$ cat src/rtl/ssd_scan_ctl_if.sv
// rtl/ssd_scan_ctl_if.sv - datapath-to-display bundle for the seven-segment scan controller
interface ssd_scan_ctl_if;
  logic        en;
  logic        load;
  logic [15:0] data_in;
  logic [3:0]  dp_in;
  logic        lzb;
  logic [3:0]  ssd_ctl;
  logic [7:0]  D_ssd;
  logic [3:0]  d;
  logic        pending;
  logic        frame_tick;

  modport master (
    output en, load, data_in, dp_in, lzb,
    input  ssd_ctl, D_ssd, d, pending, frame_tick
  );

  modport slave (
    input  en, load, data_in, dp_in, lzb,
    output ssd_ctl, D_ssd, d, pending, frame_tick
  );
endinterface

$ cat src/rtl/ssd_scan_ctl.sv
// rtl/ssd_scan_ctl.sv - four-digit seven-segment scanner with frame-boundary double buffering
module ssd_scan_ctl #(
  parameter int DIV = 100000
) (
  input  logic          clk,
  input  logic          rst,
  ssd_scan_ctl_if.slave bus
);
  localparam int CW = (DIV > 1) ? $clog2(DIV) : 1;

  logic [CW-1:0] cnt;
  logic [1:0]    idx;
  logic [15:0]   shadow;
  logic [15:0]   active;
  logic          pend;

  logic          slot_end;
  logic          commit;
  logic [3:0]    nib;
  logic          blank;
  logic          z3, z2, z1;

  function automatic logic [6:0] seg7(input logic [3:0] v);
    case (v)
      4'h0: seg7 = 7'b0000001;
      4'h1: seg7 = 7'b1001111;
      4'h2: seg7 = 7'b0010010;
      4'h3: seg7 = 7'b0000110;
      4'h4: seg7 = 7'b1001100;
      4'h5: seg7 = 7'b0100100;
      4'h6: seg7 = 7'b0100000;
      4'h7: seg7 = 7'b0001111;
      4'h8: seg7 = 7'b0000000;
      4'h9: seg7 = 7'b0000100;
      4'hA: seg7 = 7'b0001000;
      4'hB: seg7 = 7'b1100000;
      4'hC: seg7 = 7'b0110001;
      4'hD: seg7 = 7'b1000010;
      4'hE: seg7 = 7'b0110000;
      default: seg7 = 7'b0111000;
    endcase
  endfunction

  always_comb begin
    slot_end = (cnt == CW'(DIV - 1));
    commit   = bus.en && slot_end && (idx == 2'd3);
    case (idx)
      2'd0:    nib = active[3:0];
      2'd1:    nib = active[7:4];
      2'd2:    nib = active[11:8];
      default: nib = active[15:12];
    endcase
    // A digit is a leading zero only if it and everything to its left is zero.
    z3 = (active[15:12] == 4'h0);
    z2 = z3 && (active[11:8] == 4'h0);
    z1 = z2 && (active[7:4] == 4'h0);
    case (idx)
      2'd1:    blank = bus.lzb && z1;
      2'd2:    blank = bus.lzb && z2;
      2'd3:    blank = bus.lzb && z3;
      default: blank = 1'b0;
    endcase
  end

  always_ff @(posedge clk) begin
    if (rst) begin
      cnt            <= '0;
      idx            <= 2'd0;
      shadow         <= 16'h0000;
      active         <= 16'h0000;
      pend           <= 1'b0;
      bus.ssd_ctl    <= 4'b1111;
      bus.D_ssd      <= 8'hFF;
      bus.d          <= 4'h0;
      bus.pending    <= 1'b0;
      bus.frame_tick <= 1'b0;
    end else begin
      if (bus.load) begin
        shadow <= bus.data_in;
        pend   <= 1'b1;
      end
      if (bus.en) begin
        if (slot_end) begin
          cnt <= '0;
          idx <= idx + 2'd1;
        end else begin
          cnt <= cnt + 1'b1;
        end
      end
      // A load landing on the commit edge bypasses the shadow so no stale frame is shown.
      if (commit && (pend || bus.load)) begin
        active <= bus.load ? bus.data_in : shadow;
        pend   <= 1'b0;
      end
      bus.frame_tick <= commit;
      bus.pending    <= pend;
      if (bus.en) begin
        bus.ssd_ctl <= ~(4'b0001 << idx);
        bus.D_ssd   <= {blank ? 7'h7F : seg7(nib), ~bus.dp_in[idx]};
        bus.d       <= nib;
      end else begin
        bus.ssd_ctl <= 4'b1111;
        bus.D_ssd   <= 8'hFF;
        bus.d       <= 4'h0;
      end
    end
  end
endmodule

$ cat src/flat_wrapper.sv
// flat-port wrapper written by rule: the top's interface ports become plain ports
module ssd_scan_ctl_flat 
#(
  parameter int DIV = 100000
)
  (clk, rst, bus_en, bus_load, bus_data_in, bus_dp_in, bus_lzb, bus_ssd_ctl, bus_D_ssd, bus_d, bus_pending, bus_frame_tick);
  ssd_scan_ctl_if bus_i ();
  input  logic clk;
  input  logic rst;
  input wire logic [$bits(bus_i.en)-1:0] bus_en;
  input wire logic [$bits(bus_i.load)-1:0] bus_load;
  input wire logic [$bits(bus_i.data_in)-1:0] bus_data_in;
  input wire logic [$bits(bus_i.dp_in)-1:0] bus_dp_in;
  input wire logic [$bits(bus_i.lzb)-1:0] bus_lzb;
  output wire logic [$bits(bus_i.ssd_ctl)-1:0] bus_ssd_ctl;
  output wire logic [$bits(bus_i.D_ssd)-1:0] bus_D_ssd;
  output wire logic [$bits(bus_i.d)-1:0] bus_d;
  output wire logic [$bits(bus_i.pending)-1:0] bus_pending;
  output wire logic [$bits(bus_i.frame_tick)-1:0] bus_frame_tick;
  assign bus_i.en = bus_en;
  assign bus_i.load = bus_load;
  assign bus_i.data_in = bus_data_in;
  assign bus_i.dp_in = bus_dp_in;
  assign bus_i.lzb = bus_lzb;
  assign bus_ssd_ctl = bus_i.ssd_ctl;
  assign bus_D_ssd = bus_i.D_ssd;
  assign bus_d = bus_i.d;
  assign bus_pending = bus_i.pending;
  assign bus_frame_tick = bus_i.frame_tick;
  ssd_scan_ctl #(.DIV(DIV)) u_core (.clk(clk), .rst(rst), .bus(bus_i));
endmodule
$ cat config.mk
export PLATFORM = sky130hd
export DESIGN_NAME = ssd_scan_ctl_flat
export DESIGN_NICKNAME = d
export VERILOG_FILES = /design/src/rtl/ssd_scan_ctl_if.sv /design/src/rtl/ssd_scan_ctl.sv /design/src/flat_wrapper.sv
export SDC_FILE = /design/constraint.sdc
export NUM_CORES = 1
export LEC_CHECK = 0
export CAP_MARGIN = 10
export CORE_AREA = 2 2 79 111
export CTS_CLUSTER_SIZE = 24
export DETAILED_ROUTE_END_ITERATION = 10
export DIE_AREA = 0 0 81 113
export MAX_ROUTING_LAYER = met4
export PLACE_DENSITY = 0.62
export SLEW_MARGIN = 0
export SYNTH_ARGS = -nofsm -noshare
export SYNTH_HDL_FRONTEND = slang
export SYNTH_SLANG_ARGS = --single-unit
$ cat constraint.sdc
create_clock -name clk -period 2 [get_ports clk]
set_clock_uncertainty 0.05 [all_clocks]
set_input_delay 0.4 -clock clk [delete_from_list [all_inputs] [get_ports clk]]
set_output_delay 0.4 -clock clk [all_outputs]
set_load 0.02 [all_outputs]
==> impl_metrics.yaml, run 1 <==
power_and_ir_drop:
  share_of_power_burned_in_the_clock_network_pct: 48.2
  total_leakage_power_uw: 0.00169
  p_per_area_mw_per_mm2: 692
  power.switching_fraction_pct: 20.9
  total_power_uw: 3210
  power.share.sequential_pct: 44.8
  internal-power_uw: 2540
  switching_power_uw: 671
  combinationalPowerShare_pct: 7.0
  vdd_ir_drop_max_v: 0.000438
clock_tree:
  cts_made_buffers: 9
  root_buffer: "clkbuf_16"
  clock_tree.htree_level_count: 3
  clock_sinks: 70
  clkLatencyLatePin_ns: 0.33
  cts-hold-fix-buffers: 0
  clkTransAtPathRegs_ns: 0.06
  clock_tree_from_tritoncts: "yes"
  clock_tree.buffer_depth: 2
global_routing:
  grt_start_max_net_pins: 39
  antenna_found_initial: 0
  grt_first_pass_wirelength_um: 13300
  grt.overflow.total: 0
  gr-usage-all-layers_pct: 19.3
  via_count_of_the_first_global_routing_pass: 2912
place:
  pre_cts_ws_ns: -0.273
  detailed_place_hpwl_um: 5630
  numPortBuffers: 42
  gpl.final_weighted_congestion: 0.873
  place_inst: 514
setup_path:
  critical_path_buf_inv_count: 0
  worstSetupEndpointType: "flip-flop"
  timing.critical_path.max_delay_family: "simple AND/OR/NAND/NOR gates"
  register_to_register_path_setup_slack_ns: -0.03
  timing_worst_setup_path_type: "reg2reg"
  crit_slowest_cell: "or4_4"
  reg2reg_depth: 4
  rr_startpoint: "u_core.cnt[14]"
  timing.critical_path.arrival_ns: 2.18
  worst_path_largest_cell_delay_ns: 0.63
  rr_endpoint: "u_core.active[13]"
  cp-start-kind: "flip-flop"
  path_cells: "or4b_4 > or4_4 > o31ai_2 > a21oi_1"
  timing.critical_path.fanout_max: 5
  required_ns: 2.15
sta:
  clock.fmax_mhz: 492
  relSlewSlack_pct: 72.4
  finalSetupTns_ns: -0.123
  post-route-period-util_pct: 102
  finalWorstSetupSlack_ns: -0.0308
  tightest_slew_ns: 0.410
  final.min_clock_period_ns: 2.03
  final_hold_viol_count: 0
  setup_viol: 7
  rsz_0062_raised_after_global_routing: "true"
  report.final.slew_viol_count: 0
logic_synthesis:
  avgSynthCellArea_um2: 9.53
  synth_top_family_by_area: "simple AND/OR/NAND/NOR gates"
  synth-adder-area-share_pct: 4.30
  synth_area_mm2: 0.00320
  synth_warnings: 0
  xor_xnor_cell_area_share_of_the_yosys_netlist_pct: 3.55
  ys_seq_elements: 70
  synth_seq_area_share_pct: 43.8
  synth_compound_area_share_pct: 17.4
  syn-num-nets: 372
  post_synth_simple_gate_area_pct: 19.4
  synthMuxAreaShare_pct: 7.62
  synth_cell_types: 46
  syn_inst: 336
die:
  initial_utilization_pct: 39.5
  fp.dieH_um: 113
  top_level_ports: 43
  die_area_mm2: 0.00915
  rows: 39
  floorplan.core_area_mm2: 0.00810
  fp.dieW_um: 81
outcome:
  run_status: "finished with violations"
  failing_checks: "negative setup slack"
route:
  vias: 2886
  number_of_detailed_route_iterations_in_the_first_pass: 4
  postRouteAntennaNets: 0
  drc_errors: 0
  number_of_violations_reported_at_the_end_of_detailed_routing_iteration_0: 115
  wl_per_cell_um: 15.3
  finalWirelength_um: 8220
  via_per_inst: 5.37
hold_path:
  worst_hold_path.num_cells: 1
  worst_hold_path.endpoint: "u_core.bus.pending"
  min_from: "u_core.pend"
  hold_path.class: "reg2reg"
finish:
  fill_cells: 738
  instances_no_fill: 537
  finish.net_count: 467
  drive_gt1_share_pct: 32.9
  antennaDiodeCount: 0
  area_delta_synth_final_pct: 45.0
run:
  drv.max_cap_violation_count: 0
## state kept, by name, indices dropped and copies added (netlist names)
| register | count |
|---|---|
| u_core.cnt | 17 |
| u_core.active | 16 |
| u_core.shadow | 16 |
| u_core.bus.D_ssd | 8 |
| u_core.bus.d | 4 |
| u_core.bus.ssd_ctl | 4 |
| u_core.idx | 2 |
| u_core.bus.frame_tick | 1 |
| u_core.bus.pending | 1 |
| u_core.pend | 1 |
## Yosys cell counts (all sizes together)
cell / count / area (um^2)
o31ai: 16 / 170
nor4: 8 / 50.1
nor3: 4 / 25.0
or4b: 3 / 30.0
or4: 3 / 30.0
buf: 7 / 47.6
nand2b: 1 / 6.26
a22oi: 5 / 37.5
xor2: 3 / 26.3
o221ai: 1 / 8.76
a222oi: 1 / 10.0
mux2: 17 / 191
inv: 10 / 37.5
and4: 1 / 8.76
dfxtp: 70 / 1400
mux4: 1 / 22.5
nor2b: 19 / 119
nand2: 14 / 52.6
mux2i: 3 / 30.0
clkbuf: 11 / 41.3
ha: 11 / 138
xnor2: 10 / 87.6
or3: 4 / 25.0
a22o: 1 / 8.76
a211oi: 7 / 52.6
a21o: 4 / 30.0
a31o: 1 / 8.76
o2bb2ai: 2 / 17.5
and3: 1 / 7.51
o311ai: 1 / 8.76
nand3: 26 / 130
o32a: 1 / 10.0
nand4: 7 / 43.8
a21boi: 1 / 7.51
o21ai: 6 / 30.0
o211ai: 3 / 22.5
nor2: 25 / 93.8
a21oi: 27 / 135
## metrics by stage
stage	util, %	area, um^2	hold WS [ns]
6_report	57.3	4640	0.437
3_5_place_dp	50.5	4090	0.425
3_3_place_gp	50.5	4090	0.415
5_1_grt	57.3	4640	0.447
4_1_cts	55.6	4500	0.436
2_1_floorplan	-	3220	0.394
## worst register-to-register path, delay by kind of cell, from the launching register on
kind	cells	cell delay (ns)
flip-flops	1	0.32
AO/OA/AOI/OAI	2	0.31
AND/OR/NAND/NOR	2	1.22
## timing repair
| action | 4_1_cts | 5_1_grt |
|---|---|---|
| buffers inserted | 3 | 3 |
| endpoints found under the setup margin | 26 | 36 |
| cloned | 3 | 0 |
| pin swaps | 6 | 14 |
| resized for setup | 19 | 29 |
## power by group through the flow
stage                     combinational (uW)  clock [uW]  sequential, uW
after floorplan                         99.4           0            1480
final                                    225        1550            1440
after CTS                                223        1590            1440
after global placement                   216           0            1470
after global routing                     244        1640            1440
after detailed placement                 220           0            1470
## worst max-delay path by stage
stage	from	to	slack (ns)	depth (start not counted)
global placement	bus_en	u_core.bus.D_ssd[5]	-0.24	5
detailed placement	rst	u_core.bus.D_ssd[5]	-0.27	5
global route	u_core.cnt[8]	u_core.active[3]	-0.08	4
CTS	u_core.cnt[5]	u_core.active[2]	-0.01	4
finish	u_core.cnt[14]	u_core.active[13]	-0.03	4
floorplan	u_core.cnt[8]	u_core.active[0]	0.005	5
## metal layers
| layer | global-route usage [%] | share of wire (%) | vias to the layer above |
|---|---|---|---|
| li1 | - | - | 1422 |
| met1 | 20.3 | 39 | 1382 |
| met2 | 34.0 | 54 | 64 |
| met3 | 4.47 | 3.7 | 18 |
| met4 | 7.80 | 2.8 | 0 |
| met5 | - | 0 | - |
## final cells by class
cell class	instances	area, um^2	share of cell area [%]
Multi-Input combinational cell	241	1890	40.7
Inverter	10	37.5	0.808
Timing Repair Buffer	99	885	19.1
Clock buffer	11	243	5.23
Sequential cell	70	1410	30.4
Clock inverter	4	47.5	1.02
Tap cell	102	128	2.75
## cell families after synthesis
family / count (synthesis)
multiplexers: 21
AND/OR/NAND/NOR: 116
buffers and inverters: 28
AO/OA/AOI/OAI: 77
adder cells (fa/ha/maj): 11
flip-flops: 70
XOR/XNOR: 13
## cells in the final DEF (no fill, tap or decap), types with 3 or more instances in the layout
cell type / synthesis / layout
ha_4: 0 / 4
dfxtp_1: 70 / 64
o31ai_2: 10 / 12
inv_1: 10 / 8
mux2i_1: 3 / 3
buf_6: 2 / 3
o31ai_4: 0 / 3
a21oi_2: 0 / 4
nor2_1: 25 / 25
xor2_1: 3 / 3
or4_4: 2 / 5
nand2_1: 14 / 13
dfxtp_2: 0 / 5
o211ai_1: 3 / 3
nor3_1: 3 / 3
a211oi_1: 7 / 4
clkbuf_16: 0 / 9
nand4_1: 7 / 7
ha_1: 11 / 5
o21ai_0: 5 / 3
buf_4: 1 / 52
nor2b_1: 19 / 19
nor4_1: 8 / 8
mux2_2: 17 / 17
a211oi_2: 0 / 3
nand3_1: 26 / 26
or3_1: 4 / 4
a21oi_1: 27 / 23
clkdlybuf4s50_1: 0 / 42
xnor2_1: 10 / 10
a21o_1: 4 / 3
a22oi_1: 5 / 3
Power figures use the tool's default switching activity.
==> run 2: changes to the inputs <==
- PLACE_DENSITY: 0.62 -> not set
- PLACE_DENSITY_LB_ADDON: not set -> 0.3
==> impl_metrics.yaml, run 2 (synthesis results as in run 1) <==
finish:
  layout.area.seq_mm2: 0.00141
  layout_top_registers: "u_core.cnt: 17 flops, u_core.active: 16 flops, u_core.shadow: 16 flops"
  top_register: "u_core.cnt"
  drive_gt1_share_pct: 32.9
  largest_register_ffs: 17
  multi_input_comb_area_mm2: 0.00190
  antennaDiodeCount: 0
  area_delta_synth_final_pct: 48.6
  layout.cells.most_common_list: "dfxtp_1 (66), buf_4 (58), clkdlybuf4s50_1 (42), nand3_1 (26), nor2_1 (25)"
  layout_commonest_cell: "dfxtp_1"
  instances_no_fill: 543
  fill_cells: 692
  fin_util_pct: 58.8
  finish.net_count: 472
clock_tree:
  cts_made_buffers: 9
  clock_tree.htree_level_count: 3
  clock_sinks: 70
  root_buffer: "clkbuf_16"
  clock_tree.buffer_depth: 2
  clkLatencyLatePin_ns: 0.34
  clock_tree_from_tritoncts: "yes"
  clkTransAtPathRegs_ns: 0.06
  cts-hold-fix-buffers: 0
die:
  fp.dieH_um: 113
  rows: 39
  initial_utilization_pct: 39.5
  floorplan.core_area_mm2: 0.00810
  fp.dieW_um: 81
  die_area_mm2: 0.00915
  top_level_ports: 43
global_routing:
  antenna_found_initial: 0
  grt_start_max_net_pins: 39
  gr-usage-all-layers_pct: 19.7
  grt.overflow.total: 0
  via_count_of_the_first_global_routing_pass: 2912
  grt_first_pass_wirelength_um: 13500
power_and_ir_drop:
  share_of_power_burned_in_the_clock_network_pct: 54.5
  power.share.sequential_pct: 39.4
  internal-power_uw: 2930
  switching_power_uw: 726
  power.switching_fraction_pct: 19.9
  total_power_uw: 3660
  combinationalPowerShare_pct: 6.1
  total_leakage_power_uw: 0.00175
  vdd_ir_drop_max_v: 0.000481
  p_per_area_mw_per_mm2: 768
outcome:
  run_status: "finished with violations"
  failing_checks: "negative setup slack"
sta:
  finalSetupTns_ns: -0.257
  setup_viol: 11
  final_hold_viol_count: 0
  post-route-period-util_pct: 103
  clock.fmax_mhz: 486
  rsz_0062_raised_after_global_routing: "true"
  report.final.slew_viol_count: 0
  relSlewSlack_pct: 64.4
  tightest_slew_ns: 0.529
  finalWorstSetupSlack_ns: -0.0595
  final.min_clock_period_ns: 2.06
route:
  number_of_detailed_route_iterations_in_the_first_pass: 6
  postRouteAntennaNets: 0
  number_of_violations_reported_at_the_end_of_detailed_routing_iteration_0: 167
  wire_length_on_met3_um: 300
  finalWirelength_um: 8590
  wl_per_cell_um: 15.8
  drc_errors: 0
  met2WireLength_um: 4540
  highest_layer: "met4"
  wl_met1_um: 3460
  vias: 2944
  via_per_inst: 5.42
setup_path:
  timing.critical_path.from: "u_core.cnt[6]"
  timing_worst_setup_path_type: "reg2reg"
  rr_endpoint: "u_core.active[3]"
  register_to_register_path_setup_slack_ns: -0.06
  timing.critical_path.fanout_max: 5
  required_ns: 2.16
  rr_startpoint: "u_core.cnt[6]"
  crit_path_end: "u_core.active[3]"
  reg2reg_depth: 4
  cp-start-kind: "flip-flop"
  timing.critical_path.arrival_ns: 2.22
  worstSetupEndpointType: "flip-flop"
place:
  gpl.final_weighted_congestion: 0.879
  place_inst: 519
  numPortBuffers: 42
  pre_cts_ws_ns: -0.245
  detailed_place_hpwl_um: 5520
run:
  drv.max_cap_violation_count: 0
hold_path:
  hold_path.class: "reg2reg"
run 2: changes by cell type in the layout (fill, tap and decap cells not counted), moves of 3 or more:
cell,previous run,this run
bufinv_16,1,4
o31ai_4,3,6
ha_4,4,1
ha_2,2,6
buf_4,52,58
o31ai_2,12,9
run 2: cell type report:
class	instances	area share (%)
Multi-Input combinational cell	241	39.9
Sequential cell	70	29.5
Timing Repair Buffer	104	19.3
Clock buffer	10	5.02
Clock inverter	6	2.79
Tap cell	102	2.68
Inverter	10	0.788
run 2: routing by layer:
metal | GRT usage (%) | vias up
met3 | 5.02 | 28
met1 | 20.1 | 1400
met5 | - | -
met2 | 34.5 | 79
li1 | - | 1437
met4 | 9.15 | 0
run 2: metrics by stage:
stage,hold slack (ns),cell area (um^2)
after floorplan,0.394,3220
after global placement,0.416,4130
after detailed placement,0.423,4130
after CTS,0.431,4580
after global routing,0.450,4760
final,0.432,4760
run 2: worst min-delay path by stage:
stage                           startpoint          endpoint  depth (start not counted)
after floorplan           u_core.active[3]  u_core.active[3]                          2
after global placement    u_core.active[0]  u_core.active[0]                          2
after detailed placement  u_core.active[1]  u_core.active[1]                          2
after CTS                 u_core.active[0]  u_core.active[0]                          2
after global routing      u_core.active[2]  u_core.active[2]                          2
final                     u_core.active[2]  u_core.active[2]                          2
run 2: power by group through the flow:
stage               Sequential [uW]  Combinational (uW)  Clock (uW)
detailed placement             1470                 218           0
floorplan                      1480                99.4           0
global placement               1470                 214           0
finish                         1440                 223        1990
global route                   1440                 241        2080
CTS                            1440                 221        2010
run 2: repair_timing:
item | 4_1_cts | 5_1_grt
hold endpoints to repair | 0 | 0
gates resized for setup | 14 | 31
cloned | 3 | 1
pin swaps | 6 | 8
buffers inserted | 0 | 4
endpoints found under the setup margin | 25 | 42
run 2: critical path, cell delays in order (launching register included):
cell	delay, ns
dfxtp_1	0.31
or4b_4	0.59
or4_4	0.65
o31ai_1	0.23
a21oi_1	0.09
